## src/rtl/adxl362_pkg.sv

```systemverilog
// ADXL362 reader shared definitions: SPI opcodes, register addresses,
// channel indices and the sequencing state enum.
package adxl362_pkg;

  localparam logic [7:0] CMD_WRITE     = 8'h0A;
  localparam logic [7:0] CMD_READ      = 8'h0B;
  localparam logic [7:0] REG_POWER_CTL = 8'h2D;
  localparam logic [7:0] REG_XDATA_L   = 8'h0E;

  localparam int CH_X     = 0;
  localparam int CH_Y     = 1;
  localparam int CH_Z     = 2;
  localparam int CH_TEMP  = 3;
  localparam int MAX_AXES = 4;

  typedef enum logic [3:0] {
    ST_PWRUP,
    ST_W_CMD,
    ST_W_ADDR,
    ST_W_DATA,
    ST_IFG_INIT,
    ST_IDLE,
    ST_R_CMD,
    ST_R_ADDR,
    ST_R_DATA,
    ST_R_END,
    ST_IFG
  } state_e;

endpackage

```

## src/rtl/adxl362_axis_reader_spi_byte_shifter.sv

```systemverilog
// Mode-0 SPI byte engine: owns the SCLK divider and gating.
// Ports: clk_i/rst_i, load_i+tx_byte_i start a byte, done_o marks the
// final SCLK fall (load again in that cycle for back-to-back bytes),
// rx_byte_o holds the byte sampled on the SCLK rising edges.
module spi_byte_shifter
  import adxl362_pkg::*;
#(
  parameter int DIV = 2
) (
  input  logic       clk_i,
  input  logic       rst_i,
  input  logic       load_i,
  input  logic [7:0] tx_byte_i,
  input  logic       miso_i,
  output logic       sclk_o,
  output logic       mosi_o,
  output logic       done_o,
  output logic [7:0] rx_byte_o
);

  localparam int DW = (DIV > 1) ? $clog2(DIV) : 1;
  localparam logic [DW-1:0] DIV_LAST = DW'(DIV - 1);

  logic          active_q;
  logic [DW-1:0] div_q;
  logic [2:0]    bit_q;
  logic          sclk_q;
  logic [7:0]    tx_q;
  logic [7:0]    rx_q;
  logic          half_end;

  assign half_end = active_q && (div_q == DIV_LAST);
  // Asserted on the edge where the eighth high phase ends.
  assign done_o   = half_end && sclk_q && (bit_q == 3'd7);

  always_ff @(posedge clk_i) begin
    if (rst_i) begin
      active_q <= 1'b0;
      div_q    <= '0;
      bit_q    <= '0;
      sclk_q   <= 1'b0;
      tx_q     <= '0;
      rx_q     <= '0;
    end else if (load_i) begin
      // MSB is on mosi from here, a full low half-period before the rise.
      active_q <= 1'b1;
      div_q    <= '0;
      bit_q    <= '0;
      sclk_q   <= 1'b0;
      tx_q     <= tx_byte_i;
    end else if (active_q) begin
      if (half_end) begin
        div_q <= '0;
        if (!sclk_q) begin
          sclk_q <= 1'b1;
          rx_q   <= {rx_q[6:0], miso_i};
        end else begin
          sclk_q <= 1'b0;
          if (bit_q == 3'd7) begin
            active_q <= 1'b0;
          end else begin
            bit_q <= bit_q + 3'd1;
            tx_q  <= {tx_q[6:0], 1'b0};
          end
        end
      end else begin
        div_q <= div_q + 1'b1;
      end
    end
  end

  assign sclk_o    = sclk_q & active_q;
  assign mosi_o    = tx_q[7] & active_q;
  assign rx_byte_o = rx_q;

endmodule

```

## src/rtl/adxl362_axis_reader.sv

```systemverilog
// ADXL362 reader: one POWER_CTL write after power-up, then burst reads
// of NUM_AXES 16-bit channels (X,Y,Z,TEMP) on start or continuously.
// Ports: iclk/rst, SPI pins (sclk,mosi,miso,cs), continuous/start
// requests, sample/sample_valid result, busy and init_done status.
module adxl362_axis_reader
  import adxl362_pkg::*;
#(
  parameter int          NUM_AXES    = 3,
  parameter int          DIV         = 2,
  parameter int          PWRUP_TICKS = 24000,
  parameter int          IFG_TICKS   = 40000,
  parameter logic [7:0]  POWER_MODE  = 8'h02
) (
  input  logic                    iclk,
  input  logic                    rst,
  input  logic                    miso,
  output logic                    sclk,
  output logic                    mosi,
  output logic                    cs,
  input  logic                    continuous,
  input  logic                    start,
  output logic [16*NUM_AXES-1:0]  sample,
  output logic                    sample_valid,
  output logic                    busy,
  output logic                    init_done
);

  localparam int NB   = 2 * NUM_AXES;
  localparam int SW   = 16 * NUM_AXES;
  localparam int TMAX = (PWRUP_TICKS > IFG_TICKS) ? PWRUP_TICKS : IFG_TICKS;
  localparam int CW   = (TMAX > 1) ? $clog2(TMAX + 1) : 1;
  localparam logic [CW-1:0] PWR_LAST  = CW'(PWRUP_TICKS - 1);
  localparam logic [CW-1:0] IFG_LAST  = CW'(IFG_TICKS - 1);
  localparam logic [2:0]    LAST_BYTE = 3'(NB - 1);

  state_e        state_q;
  logic [CW-1:0] cnt_q;
  logic [2:0]    byte_q;
  logic [SW-1:0] stage_q;
  logic [SW-1:0] sample_q;
  logic          cs_q;
  logic          valid_q;
  logic          busy_q;
  logic          init_q;

  logic          sh_load;
  logic [7:0]    sh_tx;
  logic          sh_done;
  logic [7:0]    sh_rx;
  logic          sh_sclk;
  logic          sh_mosi;
  logic          pwr_last;
  logic          ifg_last;
  logic          go;
  logic          last_byte;

  assign pwr_last  = (cnt_q == PWR_LAST);
  assign ifg_last  = (cnt_q == IFG_LAST);
  assign go        = continuous | start;
  assign last_byte = (byte_q == LAST_BYTE);

  // Byte issue is decoded combinationally so the next byte is loaded on
  // the same edge the previous one finishes: no SCLK gap inside a frame.
  always_comb begin
    sh_load = 1'b0;
    sh_tx   = 8'h00;
    unique case (state_q)
      ST_PWRUP: if (pwr_last) begin
        sh_load = 1'b1;
        sh_tx   = CMD_WRITE;
      end
      ST_W_CMD: if (sh_done) begin
        sh_load = 1'b1;
        sh_tx   = REG_POWER_CTL;
      end
      ST_W_ADDR: if (sh_done) begin
        sh_load = 1'b1;
        sh_tx   = POWER_MODE;
      end
      ST_IDLE: if (go) begin
        sh_load = 1'b1;
        sh_tx   = CMD_READ;
      end
      ST_R_CMD: if (sh_done) begin
        sh_load = 1'b1;
        sh_tx   = REG_XDATA_L;
      end
      ST_R_ADDR: if (sh_done) begin
        sh_load = 1'b1;
      end
      ST_R_DATA: if (sh_done && !last_byte) begin
        sh_load = 1'b1;
      end
      default: ;
    endcase
  end

  always_ff @(posedge iclk) begin
    if (rst) begin
      state_q  <= ST_PWRUP;
      cnt_q    <= '0;
      byte_q   <= '0;
      stage_q  <= '0;
      sample_q <= '0;
      cs_q     <= 1'b1;
      valid_q  <= 1'b0;
      busy_q   <= 1'b1;
      init_q   <= 1'b0;
    end else begin
      valid_q <= 1'b0;
      unique case (state_q)
        ST_PWRUP: begin
          if (pwr_last) begin
            cnt_q   <= '0;
            cs_q    <= 1'b0;
            state_q <= ST_W_CMD;
          end else begin
            cnt_q <= cnt_q + 1'b1;
          end
        end
        ST_W_CMD: if (sh_done) state_q <= ST_W_ADDR;
        ST_W_ADDR: if (sh_done) state_q <= ST_W_DATA;
        ST_W_DATA: begin
          if (sh_done) begin
            cs_q    <= 1'b1;
            state_q <= ST_IFG_INIT;
          end
        end
        ST_IFG_INIT: begin
          if (ifg_last) begin
            cnt_q   <= '0;
            init_q  <= 1'b1;
            busy_q  <= 1'b0;
            state_q <= ST_IDLE;
          end else begin
            cnt_q <= cnt_q + 1'b1;
          end
        end
        ST_IDLE: begin
          if (go) begin
            cs_q    <= 1'b0;
            busy_q  <= 1'b1;
            state_q <= ST_R_CMD;
          end
        end
        ST_R_CMD: if (sh_done) state_q <= ST_R_ADDR;
        ST_R_ADDR: begin
          if (sh_done) begin
            byte_q  <= '0;
            state_q <= ST_R_DATA;
          end
        end
        ST_R_DATA: begin
          if (sh_done) begin
            // Even bytes land in the low half of a channel, odd in the high.
            for (int b = 0; b < NB; b++) begin
              if (byte_q == 3'(b)) stage_q[8*b +: 8] <= sh_rx;
            end
            if (last_byte) state_q <= ST_R_END;
            else           byte_q  <= byte_q + 3'd1;
          end
        end
        ST_R_END: begin
          cs_q     <= 1'b1;
          sample_q <= stage_q;
          valid_q  <= 1'b1;
          state_q  <= ST_IFG;
        end
        ST_IFG: begin
          if (ifg_last) begin
            cnt_q   <= '0;
            busy_q  <= 1'b0;
            state_q <= ST_IDLE;
          end else begin
            cnt_q <= cnt_q + 1'b1;
          end
        end
        default: state_q <= ST_PWRUP;
      endcase
    end
  end

  spi_byte_shifter #(
    .DIV (DIV)
  ) u_shift (
    .clk_i     (iclk),
    .rst_i     (rst),
    .load_i    (sh_load),
    .tx_byte_i (sh_tx),
    .miso_i    (miso),
    .sclk_o    (sh_sclk),
    .mosi_o    (sh_mosi),
    .done_o    (sh_done),
    .rx_byte_o (sh_rx)
  );

  assign sclk         = sh_sclk & ~cs_q;
  assign mosi         = sh_mosi & ~cs_q;
  assign cs           = cs_q;
  assign sample       = sample_q;
  assign sample_valid = valid_q;
  assign busy         = busy_q;
  assign init_done    = init_q;

endmodule

```

## config.mk

```make
export PLATFORM = sky130hd
export DESIGN_NAME = adxl362_axis_reader
export DESIGN_NICKNAME = d
export VERILOG_FILES = /design/src/rtl/adxl362_pkg.sv /design/src/rtl/adxl362_axis_reader_spi_byte_shifter.sv /design/src/rtl/adxl362_axis_reader.sv
export SDC_FILE = /design/constraint.sdc
export NUM_CORES = 1
export LEC_CHECK = 0
export ABC_AREA = 1
export CORE_MARGIN = 3
export CORE_UTILIZATION = 43
export DETAILED_ROUTE_END_ITERATION = 12
export DONT_BUFFER_PORTS = 1
export HOLD_SLACK_MARGIN = 0.15
export PLACE_DENSITY = 0.54
export SETUP_SLACK_MARGIN = 0.2
export SLEW_MARGIN = 0
export SYNTH_ARGS = -nofsm -noshare
export SYNTH_HDL_FRONTEND = slang
export SYNTH_HIERARCHICAL = 1
export SYNTH_SLANG_ARGS = --single-unit
```

## constraint.sdc

```tcl
create_clock -name iclk -period 2.2 [get_ports iclk]
set_input_delay 0.22 -clock iclk [delete_from_list [all_inputs] [get_ports iclk]]
set_output_delay 0.22 -clock iclk [all_outputs]
set_load 0.01 [all_outputs]
```

Yosys cells after proc, flatten, opt, wreduce, memory -nomap -nowiden
Index checks and enable logic that the tools add are counted.
W data, S select, Z words.
Operators by class
  add/sub/neg operators: 4
  reductions and logical operators: 32
  multiplexer cells: 49
  bitwise logic cells: 9
  equal/unequal tests: 30
Operators with widths (number)
  $mux W4: 13
  $mux W8: 5
  $pmux W4 S10: 1
  $mux W16: 2
  $pmux W16 S2: 1
  $pmux W6 S5: 1
  $ne A2 B2 Y1 const B: 11
  $reduce_and A3 Y1: 7
  $reduce_and A4 Y1: 5
  $mux W1: 17
  $add A16 B1 Y16 const B: 1
  $eq A16 B15 Y1 const B: 1
  $eq A16 B16 Y1 const B: 1
  $eq A4 B3 Y1 const B: 4
  $eq A4 B4 Y1 const B: 3
  $reduce_bool A2 Y1: 6
  $reduce_and A10 Y1: 1
  $eq A3 B3 Y1 const B: 3
  $mux W3: 3
  $eq A4 B2 Y1 const B: 2
  $pmux W1 S4: 2
  $add A3 B1 Y3 const B: 2
  $eq A3 B2 Y1 const B: 2
  $mux W6: 1
  other kinds (18): 29
Word-level totals
  flip-flop bits (word level): 145

Logic depth before layout (Yosys ltp)
  word-level depth: 8
  mapped depth: 15

Modules after synthesis
Netlist, hierarchy kept.
By module, submodules not included
  adxl362_axis_reader: times used 1, cells an instance 676, area each 4968.5 µm²
  spi_byte_shifter: times used 1, cells an instance 132, area each 1077.3 µm²

Least setup slack after synthesis
No wires, ideal clock.
  path kind: reg2reg
  start: register u_shift.bit_q[0]
  end: register u_shift.rx_q[0], in the netlist u_shift/rx_byte_o[0]
  clock period less this slack: 2.012 ns
  path slack: 0.188 ns
  data arrival time: 1.896 ns
  data required time: 2.084 ns
  setup time: 0.116 ns
  stages on the path, launching flop included: 14
  path through: dfxtp_1 > ha_1 > ha_1 > nand2_1 > nor2_1 > buf_2 > inv_1 > o211ai_1 > buf_6 > inv_6 > nand3_4 > clkinv_2 > nor2_1 > nor2_1
Between the ends
  cells in the longest elaborated chain, start to end: 7
  elaborated cells between the ends (all ways): 8
RTL lines
  from (decl): RTL line adxl362_axis_reader_spi_byte_shifter.sv:26  | logic [2:0] bit_q;
  from (signal assigned): RTL line adxl362_axis_reader_spi_byte_shifter.sv:62  | bit_q <= bit_q + 3'd1;
  $eq A3 B3 Y1 *: RTL line adxl362_axis_reader_spi_byte_shifter.sv:34  | assign done_o = half_end && sclk_q && (bit_q == 3'd7);
  $logic_and A1 B1 Y1 *: RTL line adxl362_axis_reader_spi_byte_shifter.sv:34
  named net sh_done: RTL line adxl362_axis_reader.sv:48  | logic sh_done;
  $logic_and A1 B1 Y1: RTL line adxl362_axis_reader.sv:91  | ST_R_DATA: if (sh_done && !last_byte) begin
  $mux W1: RTL line adxl362_axis_reader.sv:91
  $pmux W1 S4 *: RTL line adxl362_axis_reader.sv:67  | unique case (state_q)
  named net sh_load: RTL line adxl362_axis_reader.sv:46  | logic sh_load;
  $not A1 Y1 (no source line) *
  $reduce_and A4 Y1 (no source line) *
  to (signal assigned): RTL line adxl362_axis_reader_spi_byte_shifter.sv:56  | rx_q <= {rx_q[6:0], miso_i};
  to (decl): RTL line adxl362_axis_reader_spi_byte_shifter.sv:29  | logic [7:0] rx_q;
The timed path passes the listed nets; every way through them passes the cells marked *.
A chain may end at the register's enable or synchronous reset.

Worst setup path after layout
  start: register byte_q[1]
  end: register u_shift.tx_q[1]
Between the ends
  cells in the longest elaborated chain, start to end: 7
  elaborated cells between the ends (all ways): 11
RTL lines
  from (decl): RTL line adxl362_axis_reader.sv:38  | logic [2:0] byte_q;
  from (signal assigned): RTL line adxl362_axis_reader.sv:160  | else byte_q <= byte_q + 3'd1;
  $eq A3 B3 Y1 *: RTL line adxl362_axis_reader.sv:60  | assign last_byte = (byte_q == LAST_BYTE);
  $logic_not A1 Y1 *: RTL line adxl362_axis_reader.sv:91
  $logic_and A1 B1 Y1 *: RTL line adxl362_axis_reader.sv:91
  $mux W1 *: RTL line adxl362_axis_reader.sv:91
  $pmux W1 S4 *: RTL line adxl362_axis_reader.sv:67
  named net sh_load: RTL line adxl362_axis_reader.sv:46
  $ne A2 B2 Y1 (no source line) or $reduce_bool A2 Y1 (tied branches)
  $reduce_and A4 Y1 (no source line)
  to (signal assigned): RTL line adxl362_axis_reader_spi_byte_shifter.sv:50  | tx_q <= tx_byte_i;
  to (signal assigned): RTL line adxl362_axis_reader_spi_byte_shifter.sv:63  | tx_q <= {tx_q[6:0], 1'b0};
  to (decl): RTL line adxl362_axis_reader_spi_byte_shifter.sv:28  | logic [7:0] tx_q;
Marked as above.

==> impl_metrics.yaml <==
setup_path:
  start_kind: "register"
  path_delay_family: "buffers and inverters"
  critPathMaxFanout: 7
  cp.required_ps: 2510
  cpPeakStageDelay_ps: 380
  cp.arrival_ps: 2190
  path_cells: "inv_1 > ha_4 > nand2_2 > nand3_2 > inv_1 > o21ai_2 > o211ai_1 > bufinv_8 > buf_12 > nand2_1 > nand2_1 > nand2_1 > a21oi_1"
  end_kind: "register"
  worst-path-buf-inv: 4
  crit_path_top_delay_cell: "dfxtp_1"
  reg2reg_setup_slack_ps: 310
  crit_top_cell: "nand2_1"
  path_class: "register to register"
routing:
  dr.pass1.iters: 5
  drt-total-wl_um: 14600
  post-route-drc-count: 0
  wl_per_cell_um: 14.3
  dr.first_iter.drc_count: 393
  ant_nets: 0
  num_vias: 5195
  viasPerCell: 5.08
place:
  port_buffers: 0
  dp_hpwl_um: 9370
  placed_area_mm2: 0.00628
  pre_cts_ws_ps: -61.5
  gp_congestion: 0.862
timing:
  drv_slew: 0
  grt_setup_unrepaired: "no"
  setup_viol: 0
  fin_ws_ps: 314
  relSlewSlack: 0.645
  worst_clock_skew_ps: 8.19
  fin_setup_tns_ps: 0
  whs_ps: -146
  timing.final.crit_share: 0.857
  hold_viol_final: 14
  period_needed_ps: 1890
  worstMarginPinSlew_ps: 531
  fmax_ghz: 0.530
synth:
  yosysTopAreaCell: "dfxtp_1"
  synth-async-reset-ratio: 0
  synth_cells: 808
  ys_types: 39
  ys_seq_area_frac: 0.480
  synth-main-ff-cell: "dfxtp_1"
  synth.ff_latch_count: 145
  postSynthAreaPerCell_um2: 7.48
  syn_area_mm2: 0.00605
  synth_area_leaders: "dfxtp_1, nor2_1, o21ai_0, nand2_1, inv_1"
  synth_edf_count: 0
  synth_top_area_share: 0.480
  ys_warn_count: 6
cts:
  numClockSinks: 145
  h-tree-depth: 4
  clk_pin_slew_ps: 60
  cts_buffers: 17
  ctsLongestPathBuffers: 2
  root_buffer: "clkbuf_16"
  hold_buffers: 6
  cts_tree: "built"
  clkLatencyLatePin_ps: 420
floorplanning:
  io-pin-count: 59
  rows: 42
  floorplan.initialDensity: 0.448
  coreArea_mm2: 0.0135
  die-width_um: 125
  die-area_mm2: 0.0155
  fp.dieH_um: 125
finish:
  mostFrequentLayoutCell: "nor2_1"
  drive_gt1_frac: 0.183
  design_area_mm2: 0.00719
  syn2layout_area_growth_pct: 18.9
  nets: 846
  final_cell_mix: "nor2_1, dfxtp_1, o21ai_0"
  n_antenna_cell: 0
global_route:
  grt_pass1_wl_um: 24100
  grt_usage: 0.188
  overflow: 0
  grt_max_degree: 75
  antenna_found_initial: 0
  grt_pass1_vias: 4884
run_status:
  violations: "hold timing"
  outcome: "complete, but fails checks"
worst_hold_path:
  hold_path.class: "input port to register"
job:
  drv_cap: 0
pwr:
  ir_worst_vdd_mv: 0.633
  p_leak_uw: 0.00308
  power_uw: 6850
  power_density_mw_per_mm2: 953
==> cells by family after synthesis <==
group	count (synthesis)	share of synthesized area
AND/OR/NAND/NOR	403	0.289
AO/OA/AOI/OAI	156	0.138
flip-flops	145	0.480
buffers and inverters	86	0.0631
XOR/XNOR	9	0.0130
adder cells (fa/ha/maj)	8	0.0166
other	1	0.000620
==> where the power goes <==
part	switching (uW)	internal, uW	total [uW]
clock	1210	1710	2920
sequential	146	2760	2910
combinational	665	355	1020
==> synthesized netlist by cell type (5+ instances only) <==
library cell and n:
o21ai_0 113, nor3_1 5, buf_2 7, inv_1 47
nand2_2 8, nand2_1 99, nand3_1 20, clkbuf_1 18
a21oi_1 26, ha_1 8, nor2_1 237, dfxtp_1 145
a21oi_2 10, inv_2 5, nand3_2 7, xor2_1 7
==> area by class of cell <==
type	instances	area, um^2
repair buffers	32	285
clock buffers	17	425
multi-input cells	580	2920
fillers	1288	6320
clock inverters	15	176
inverters	57	238
flip-flops and latches	145	2920
well taps	176	220
==> worst paths after layout <==
path | to | from | cells past startpoint
hold / removal | u_shift/tx_q[7]$_SDFFE_PP0P_ | rst | 1
hold reg to reg | stage_q[28]$_SDFFE_PP0P_ | stage_q[28]$_SDFFE_PP0P_ | 2
setup reg to reg | u_shift/tx_q[1]$_SDFFE_PP0P_ | byte_q[1]$_SDFFE_PP0P_ | 13
setup / recovery | u_shift/tx_q[1]$_SDFFE_PP0P_ | byte_q[1]$_SDFFE_PP0P_ | 13
==> repair_timing <==
action / in CTS / in global routing
gates resized for setup: 13 / 45
buffers inserted: 1 / 8
hold endpoints to repair: 28 / 14
pin swaps: 1 / 11
cloned: 0 / 1
endpoints found under the setup margin: 25 / 67
==> state kept, by name (all words and copies together) (netlist names) <==
register,cells
init_done,1
u_shift/sclk_q,1
cnt_q,16
sample,48
u_shift/active_q,1
u_shift/bit_q,3
state_q,4
busy,1
sample_valid,1
u_shift/div_q,1
byte_q,3
stage_q,48
cs,1
u_shift/tx_q,8
u_shift/rx_byte_o,8
==> through the flow <==
| stage | utilization | cells |
|---|---|---|
| finish | 0.532 | 1022 |
| floorplan | - | 810 |
| global placement | 0.465 | 974 |
| detailed placement | 0.465 | 974 |
| CTS | 0.518 | 1013 |
| global route | 0.532 | 1022 |
==> routing by layer <==
| layer | up-vias | GRT usage | wire (um) |
|---|---|---|---|
| li1 | 2641 | - | - |
| met1 | 2442 | 0.236 | 6920 |
| met5 | - | 0 | 0 |
| met2 | 96 | 0.307 | 6850 |
| met3 | 16 | 0.0536 | 618 |
| met4 | 0 | 0.0658 | 210 |
Note: power is estimated with default switching activity, not from simulation.
==> RTL edit (same settings) <==
The 11 states of `state_e` get a one-hot encoding in 11 bits.
--- a/src/rtl/adxl362_pkg.sv
+++ b/src/rtl/adxl362_pkg.sv
@@ -14,16 +14,16 @@
   localparam int MAX_AXES = 4;
 
-  typedef enum logic [3:0] {
-    ST_PWRUP,
-    ST_W_CMD,
-    ST_W_ADDR,
-    ST_W_DATA,
-    ST_IFG_INIT,
-    ST_IDLE,
-    ST_R_CMD,
-    ST_R_ADDR,
-    ST_R_DATA,
-    ST_R_END,
-    ST_IFG
+  typedef enum logic [10:0] {
+    ST_PWRUP    = 11'b00000000001,
+    ST_W_CMD    = 11'b00000000010,
+    ST_W_ADDR   = 11'b00000000100,
+    ST_W_DATA   = 11'b00000001000,
+    ST_IFG_INIT = 11'b00000010000,
+    ST_IDLE     = 11'b00000100000,
+    ST_R_CMD    = 11'b00001000000,
+    ST_R_ADDR   = 11'b00010000000,
+    ST_R_DATA   = 11'b00100000000,
+    ST_R_END    = 11'b01000000000,
+    ST_IFG      = 11'b10000000000
   } state_e;
 
Function: no difference found for any inputs over 4 cycles, from zero or initial values and one cycle with rst high; so few cycles prove little.
==> RTL edit against the original RTL <==
Routed wire length up 4.5%. Final cell count up 4.7%. Critical endpoint is now u_shift/rx_byte_o[2]$_SDFFE_PP0P_. Highest routed layer unchanged. Cell area up 6.5%. Clock skew up 5.6 ps. Sequential cell count up 7. Worst setup slack worse by 3.2 ps. Total power down 1.5%. Area after synthesis up 10%. Clock power up 4%.
==> RTL edit: results (changes against the original RTL) <==
drt_iter0_markers: 267  # -32%
yosysUniqueCellTypes: 40  # +2.6%
fin_nets: 886  # +4.7%
crit_start: "state_q[1]$_SDFFE_PP0P_"
drt_pass1_iterations: 4  # -1
worstSkewPairLatency_ps: 420  # about the same
port_buffers: 0  # unchanged
max_stage_delay_ps: 340  # -40 ps
antenna_found_initial: 0  # unchanged
r2r_cells: 13  # unchanged
p_leak_uw: 0.00303  # -1.4%
drive_gt1_share_pct: 16.3  # -2.1 points
min_path_cells: 3  # +2
h-tree-depth: 4  # unchanged
fin_skew_ps: 13.8  # +5.58 ps
status: "finished clean"
synth_commonest_cells: "dfxtp_1 (152), nand2_1 (124), inv_1 (101), nor2_1 (101), a21oi_1 (95)"
ys_warn_count: 6  # unchanged
clock_tree.buffer_depth: 2  # unchanged
fillers: 1410  # +9.5%
path_class: "reg2reg"
hpwl_um: 10100  # +7.9%
grt_usage_pct: 18.2  # -0.54 points
hold_end: "busy$_SDFFE_PP1P_"
hold_class: "in2reg"
cp_top_family: "simple AND/OR/NAND/NOR gates"
ys_seq_area_share_pct: 45.7  # -2.3 points
grt_pass1_vias: 5025  # +2.9%
wl_per_cell_um: 14.3  # -0.23%
ff2ff_setup_slack_ps: 310
synthArstFlopShare_pct: 0  # unchanged
yosys-top-cells-area: "dfxtp_1 (46%), a21oi_1 (7.1%), nand2_1 (7.0%)"
place_congestion: 0.956  # +11%
cts_buffers: 17  # unchanged
grt_max_degree: 97  # +29%
peakVddDrop_uv: 541  # -15%
dr_total_vias: 5454  # +5.0%
r2r_end: "u_shift/rx_byte_o[2]$_SDFFE_PP0P_"
hold_start: "continuous"
cp.arrival_ps: 2200
cp_slowest_cell: "dfxtp_1"
cp_max_fo: 16  # +9
diodes: 0  # unchanged
cts.clk_slew.worst_paths_ps: 60  # about the same
grt_pass1_wl_um: 24600  # +2.4%
worstMarginPinSlew_ps: 514  # -16.7 ps
swShare_pct: 26.8  # -2.8 points
root_buffer: "clkbuf_16"
holdWs_ps: 244  # +389 ps
[RTL edit: metrics by stage]
step                power (uW)  std cells  worst slack [ps]  area, um^2  util (%)
floorplan                 3530        863               250        6670         -
global placement          3680       1028               122        6840      46.2
detailed placement        3690       1028              77.5        6840      46.2
CTS                       6770       1065               192        7550      51.0
global route              7050       1070               152        7650      51.7
finish                    6750       1070               310        7650      51.7
[RTL edit: repair_timing]
action | 4_1_cts | 5_1_grt
gates cloned | 0 | 1
endpoints found under the setup margin | 48 | 80
hold buffers | 3 | 0
hold endpoints to repair | 65 | 0
setup buffers | 2 | 4
pin swaps | 1 | 6
gates resized for setup | 7 | 21
[RTL edit: kinds of logic (layout without fill, tap and decap cells)]
group / after synthesis / count (layout) / synth area share, %
simple gates: 331 / 332 / 24.5
compound gates: 221 / 221 / 18.4
flops: 152 / 152 / 45.7
buf+inv: 144 / 166 / 9.29
fa+ha+maj: 8 / 8 / 1.50
xor+xnor: 4 / 4 / 0.527
other cells: 1 / 3 / 0.0564
[RTL edit: power groups by stage]
stage               Combinational, uW  Sequential [uW]  Clock, uW
floorplan                         618             2910          0
global placement                  767             2910          0
detailed placement                774             2920          0
CTS                               807             2850       3110
global route                      950             2870       3230
finish                            843             2860       3040
[RTL edit: layout make-up]
type	instances	area [um^2]	area share, %
Timing Repair Buffer	24	234	3.06
Clock buffer	20	457	5.97
Clock inverter	12	165	2.16
Multi-Input combinational cell	568	3090	40.3
Inverter	110	437	5.70
Tap cell	184	230	3.01
Sequential cell	152	3050	39.8
[RTL edit: per-layer routing]
layer / share of wire, % / up-vias / track usage, %
li1: - / 2839 / -
met1: 47 / 2470 / 23.8
met2: 46 / 118 / 29.1
met3: 4.9 / 27 / 4.23
met4: 2.4 / 0 / 7.68
met5: 0 / - / 0
